`src/rtl/sr_btn_driver.sv`:
```
// sr_btn_driver
//
// Command stage that sits in front of an SR flip-flop. Two raw push buttons
// (set and clear) are synchronised, debounced and edge-detected. Each accepted
// press becomes a clean, fixed-width, registered pulse on s or r. The two
// outputs are never high together, because that is the forbidden input of the
// SR flip-flop downstream.
//
// Ports:
//   clk      in   system clock, rising edge
//   rst      in   synchronous, active-high reset
//   set_btn  in   raw set button (asynchronous, may bounce)
//   clr_btn  in   raw clear button (asynchronous, may bounce)
//   s        out  registered set pulse, PULSE_W cycles per accepted press
//   r        out  registered reset pulse, PULSE_W cycles per accepted press
//   busy     out  high while a pulse or the trailing guard gap is in progress
//   conflict out  one-cycle flag: set and clear accepted in the same idle cycle
//   drop     out  one-cycle flag: a press was accepted while busy and discarded
//
// Parameters:
//   DB_CYCLES  consecutive stable synchronised cycles needed to accept a change
//   CNT_W      debounce counter width, 2**CNT_W must exceed DB_CYCLES
//   PULSE_W    length of each s or r pulse in cycles

module sr_btn_driver #(
  parameter int DB_CYCLES = 4,
  parameter int CNT_W     = 3,
  parameter int PULSE_W   = 2
) (
  input  logic clk,
  input  logic rst,
  input  logic set_btn,
  input  logic clr_btn,
  output logic s,
  output logic r,
  output logic busy,
  output logic conflict,
  output logic drop
);

  localparam int PC_W = (PULSE_W > 1) ? $clog2(PULSE_W) : 1;
  localparam logic [CNT_W-1:0] CNT_LAST = CNT_W'(DB_CYCLES - 1);
  localparam logic [PC_W-1:0]  PC_LAST  = PC_W'(PULSE_W - 1);

  typedef enum logic [1:0] {
    IDLE,
    DRIVE_S,
    DRIVE_R,
    GAP
  } state_t;

  // Channel 0 is the set button, channel 1 is the clear button.
  logic [1:0]       btnRaw;
  logic [1:0]       meta_q;
  logic [1:0]       sync_q;
  logic [1:0]       dbLevel_q;
  logic [1:0]       dbLevel_d;
  logic [1:0]       dbDly_q;
  logic [CNT_W-1:0] cnt_q [2];
  logic [CNT_W-1:0] cnt_d [2];
  logic [1:0]       ev;
  logic             setEv;
  logic             clrEv;

  state_t           state_q;
  logic [PC_W-1:0]  pc_q;
  logic             sOut_q;
  logic             rOut_q;
  logic             busy_q;
  logic             conflict_q;
  logic             drop_q;

  assign btnRaw = {clr_btn, set_btn};

  // Two-flop synchroniser per button. The buttons are asynchronous to clk, so
  // nothing downstream looks at them before the second flop.
  always_ff @(posedge clk) begin
    if (rst) begin
      meta_q <= '0;
      sync_q <= '0;
    end else begin
      meta_q <= btnRaw;
      sync_q <= meta_q;
    end
  end

  // Debounce next-state. The counter only advances while the synchronised
  // level disagrees with the accepted level, and any agreement clears it, so a
  // glitch shorter than DB_CYCLES cycles never reaches the debounced level.
  always_comb begin
    for (int ch = 0; ch < 2; ch++) begin
      dbLevel_d[ch] = dbLevel_q[ch];
      cnt_d[ch]     = cnt_q[ch];
      if (sync_q[ch] == dbLevel_q[ch]) begin
        cnt_d[ch] = '0;
      end else if (cnt_q[ch] == CNT_LAST) begin
        dbLevel_d[ch] = sync_q[ch];
        cnt_d[ch]     = '0;
      end else begin
        cnt_d[ch] = cnt_q[ch] + CNT_W'(1);
      end
    end
  end

  // Debounce state plus a delayed copy of the debounced level, used to turn a
  // rising debounced level into a single-cycle press event.
  always_ff @(posedge clk) begin
    if (rst) begin
      dbLevel_q <= '0;
      dbDly_q   <= '0;
      cnt_q[0]  <= '0;
      cnt_q[1]  <= '0;
    end else begin
      dbLevel_q <= dbLevel_d;
      dbDly_q   <= dbLevel_q;
      cnt_q[0]  <= cnt_d[0];
      cnt_q[1]  <= cnt_d[1];
    end
  end

  // Only presses produce events; releases are ignored.
  assign ev    = dbLevel_q & ~dbDly_q;
  assign setEv = ev[0];
  assign clrEv = ev[1];

  // Pulse sequencer. Every output is registered and written together with the
  // state it belongs to, so s and r are a pure function of the stored state
  // and can never be high in the same cycle. A one-cycle GAP follows every
  // pulse so back-to-back presses cannot produce adjacent s/r pulses. Events
  // that arrive outside IDLE, including during GAP, are discarded and flagged.
  always_ff @(posedge clk) begin
    if (rst) begin
      state_q    <= IDLE;
      pc_q       <= '0;
      sOut_q     <= 1'b0;
      rOut_q     <= 1'b0;
      busy_q     <= 1'b0;
      conflict_q <= 1'b0;
      drop_q     <= 1'b0;
    end else begin
      conflict_q <= 1'b0;
      drop_q     <= 1'b0;
      case (state_q)
        IDLE: begin
          pc_q <= '0;
          if (setEv && !clrEv) begin
            state_q <= DRIVE_S;
            sOut_q  <= 1'b1;
            rOut_q  <= 1'b0;
            busy_q  <= 1'b1;
          end else if (clrEv && !setEv) begin
            state_q <= DRIVE_R;
            sOut_q  <= 1'b0;
            rOut_q  <= 1'b1;
            busy_q  <= 1'b1;
          end else begin
            state_q    <= IDLE;
            sOut_q     <= 1'b0;
            rOut_q     <= 1'b0;
            busy_q     <= 1'b0;
            conflict_q <= setEv & clrEv;
          end
        end
        DRIVE_S, DRIVE_R: begin
          drop_q <= setEv | clrEv;
          if (pc_q == PC_LAST) begin
            state_q <= GAP;
            pc_q    <= '0;
            sOut_q  <= 1'b0;
            rOut_q  <= 1'b0;
            busy_q  <= 1'b1;
          end else begin
            pc_q <= pc_q + PC_W'(1);
          end
        end
        GAP: begin
          drop_q  <= setEv | clrEv;
          state_q <= IDLE;
          pc_q    <= '0;
          sOut_q  <= 1'b0;
          rOut_q  <= 1'b0;
          busy_q  <= 1'b0;
        end
        default: begin
          state_q <= IDLE;
          pc_q    <= '0;
          sOut_q  <= 1'b0;
          rOut_q  <= 1'b0;
          busy_q  <= 1'b0;
        end
      endcase
    end
  end

  assign s        = sOut_q;
  assign r        = rOut_q;
  assign busy     = busy_q;
  assign conflict = conflict_q;
  assign drop     = drop_q;

endmodule

```
`config.mk`:
```
export PLATFORM = sky130hd
export DESIGN_NAME = sr_btn_driver
export DESIGN_NICKNAME = d
export VERILOG_FILES = /design/src/rtl/sr_btn_driver.sv
export SDC_FILE = /design/constraint.sdc
export NUM_CORES = 1
export LEC_CHECK = 0
export BUFFER_PORTS_ARGS = -buffer_cell sky130_fd_sc_hd__buf_2
export CELL_PAD_IN_SITES_DETAIL_PLACEMENT = 1
export CELL_PAD_IN_SITES_GLOBAL_PLACEMENT = 2
export CORE_ASPECT_RATIO = 0.75
export CORE_MARGIN = 4
export CORE_UTILIZATION = 34
export CTS_BUF_LIST = sky130_fd_sc_hd__clkbuf_2 sky130_fd_sc_hd__clkbuf_4 sky130_fd_sc_hd__clkbuf_8
export DETAILED_ROUTE_END_ITERATION = 7
export PLACE_DENSITY = 0.75
export SYNTH_ARGS = -nofsm -noshare
export SYNTH_HDL_FRONTEND = slang
export SYNTH_SLANG_ARGS = --single-unit
```
`constraint.sdc`:
```
create_clock -name clk -period 1.45 [get_ports clk]
set_clock_uncertainty 0.05 [all_clocks]
set_input_delay 0.0725 -clock clk [delete_from_list [all_inputs] [get_ports clk]]
set_output_delay 0.0725 -clock clk [all_outputs]
set_load 0.05 [all_outputs]
```
==> run_results.csv <==
group,metric,value,unit
timing,rsz0062_at_grt,"no",
timing,worst_slew_pin_slew,0.318,ns
hold_path,worstHoldPathType,"input pin to register",
timing,finalCritPeriodShare,97.3,%
floorplanning,core,2380,um2
yosys,ys_warn_count,0,
timing,max_freq,709,MHz
route,num_vias,610,
timing,setup_viol,0,
pwr,power.density,1230,nW/um2
cells_and_area,fin_area,1070,um2
yosys,synth.yosys.seq_area_share,50.4,%
place,gp_congestion,0.729,
yosys,synth_top_cell_area_share,50.4,%
yosys,ys.flop_type,"dfxtp_1",
grt,grt.total_usage,10.9,%
pwr,p_switching,0.000387,W
timing,layout_min_cycle_time,1.41,ns
pwr,ir_worst_vdd,532,uV
grt,antenna_found_initial,0,
yosys,synthTopCellsByCount,"dfxtp_1 (22), ha_1 (10), inv_1 (8)",
cells_and_area,diodes,0,
route,firstDrtPassIters,4,
grt,grt_pass1_wl,2770,um
yosys,synth_edf_count,0,
place,place_area,967,um2
grt,first_global_vias,621,
cells_and_area,nNetsFinal,117,
floorplanning,die_area,3460,um2
route,drt-total-wl,1520,um
timing,timing.setup.tns,0,ns
run,max_cap_viol_count,0,
yosys,synthTopCellsByArea,"dfxtp_1 (50%), ha_1 (14%), nor2b_1 (5.0%)",
yosys,syn_area_per_cell,10.2,um2
clock_tree,cts_buffers,3,
pwr,clkPwrFrac,25.7,%
cells_and_area,multi_input_area,437,um2
clock_tree,ctsRootBufferMaster,"clkbuf_4",
clock_tree,cts_tree,"built",
setup_path,setup.worst_path.start_class,"register",
pwr,comb_power_share,24.2,%
timing,slew_headroom,78.8,%
floorplanning,die_w,66.6,um
yosys,synth_nets,100,
clock_tree,htreeDepth,1,
floorplanning,die_h,51.9,um
pwr,switching_share,29.5,%
yosys,syn_inst,86,
route,drt_iter0_markers,15,
route,drc,0,
timing,maxSlewViolCount,0,
floorplanning,rows,15,
setup_path,cp.required,1.61,ns
clock_tree,clockBufferDepth,2,
cells_and_area,fillers,284,
cells_and_area,regArea,442,um2
floorplanning,initial_core_util,36.7,%
cells_and_area,drive_gt1_share,29.4,%
cells_and_area,fin_util,44.9,%
clock_tree,clk_pin_slew_worst_paths,0.12,ns
place,dp_hpwl,1080,um
setup_path,crit_arrival,1.57,ns
yosys,syn_area,875,um2
clock_tree,clk_latency,0.31,ns
pwr,seqPwrFrac,50.1,%
pwr,leakagePower,0.435,nW
grt,grt_max_degree,19,
run_status,status,"finished, final reports clean",
clock_tree,cts_sinks,22,
yosys,async_reset_ff_share,0,%
yosys,synth_seq_cells,22,
setup_path,critPathCaptureType,"register",
yosys,yosysTopAreaCell,"dfxtp_1",
yosys,synth_most_common_cell,"dfxtp_1",
route,wl_per_cell,11.1,um
route,ant_nets,0,
place,io_buffers,8,
grt,overflow,0,
cells_and_area,syn2layout_area_growth,22.3,%
setup_path,critPathMaxFanout,3,
route,vias_per_cell,4.49,
setup_path,critical_path_class,"register to register",
pwr,p_int,0.000926,W
yosys,synth_cell_types,18,
timing,hold_viol_final,0,
floorplanning,ioPinCount,9,
-- repair_timing --
item,CTS,global route
setup buffers,1,0
pin swaps,0,1
hold endpoints to repair,2,0
setup endpoints to repair,1,3
hold buffers,2,0
resized for setup,2,5
-- metal layers --
| metal | routed length (um) | global-route usage [%] | up-vias | share of wire, % |
|---|---|---|---|---|
| li1 | - | - | 312 | - |
| met1 | 744 | 13.9 | 287 | 49 |
| met2 | 684 | 15.5 | 9 | 45 |
| met3 | 71 | 4.75 | 2 | 4.7 |
| met4 | 14 | 5.41 | 0 | 0.92 |
| met5 | 0 | 0 | - | 0 |
-- state kept, by name (all words and copies together) (netlist names), 2 cells and up --
signal / count
meta_q: 2
sync_q: 2
dbDly_q: 2
cnt_q: 6
dbLevel_q: 2
state_q: 2
-- worst max-delay path, cell delays in order (launching register included) --
cell and delay (ns):
dfxtp_2 0.35, or2b_1 0.26, inv_2 0.07, ha_2 0.19
nor2_1 0.06, a2111oi_1 0.32
-- power by group through the flow --
stage | clock, W | sequential [W] | combinational, W
global placement | 0 | 0.000670 | 0.000252
finish | 0.000337 | 0.000658 | 0.000317
floorplan | 0 | 0.000691 | 0.000174
CTS | 0.000352 | 0.000658 | 0.000295
global route | 0.000381 | 0.000664 | 0.000357
detailed placement | 0 | 0.000672 | 0.000256
-- cell usage in the layout (no fill, tap or decap), drive strengths merged, types with 2 or more instances in the layout --
| cell | n |
|---|---|
| nand3 | 2 |
| o22ai | 2 |
| clkbuf | 4 |
| xnor2 | 2 |
| nor2b | 7 |
| nand2 | 5 |
| or3 | 2 |
| nor3 | 4 |
| inv | 8 |
| dfxtp | 22 |
| or2b | 2 |
| ha | 10 |
| buf | 11 |
| nor2 | 10 |
| a21oi | 5 |
| dlygate4sd3 | 2 |
| mux2i | 2 |
-- kinds of logic after synthesis --
group / share of synthesized area (%)
AO/OA/AOI/OAI: 5.44
XOR/XNOR: 2.00
adder cells (fa/ha/maj): 14.3
buffers and inverters: 4.01
flip-flops: 50.4
multiplexers: 2.29
AND/OR/NAND/NOR: 21.6
-- path summary, 6_finish.rpt --
path / to / slack [ns] / cells after the start / startpoint
worst min register to register: cnt_q[0][3] / 0.39 / 1 / cnt_q[0][3]
worst max-delay path: state_q[0] / 0.04 / 5 / dbLevel_q[0]
worst max register to register: state_q[0] / 0.04 / 5 / dbLevel_q[0]
worst min-delay path: dbLevel_q[1] / 0.07 / 2 / rst
-- through the flow --
stage	total power, W	cells	setup WS [ns]	hold WS (ns)
final	0.00131	136	0.0396	0.0732
after global routing	0.00140	136	0.00596	0.0817
after CTS	0.00130	136	0.0159	0.0707
after detailed placement	0.000928	129	0.0124	0.252
after global placement	0.000922	129	0.0355	0.231
after floorplan	0.000865	86	0.0589	0.0941
-- layout make-up --
cell class	instances	area share, %
Sequential cell	22	41.3
Inverter	8	2.81
Multi-Input combinational cell	55	40.8
Tap cell	34	3.98
Timing Repair Buffer	13	7.72
Clock buffer	4	3.39
(Power assumes the default switching activity.)
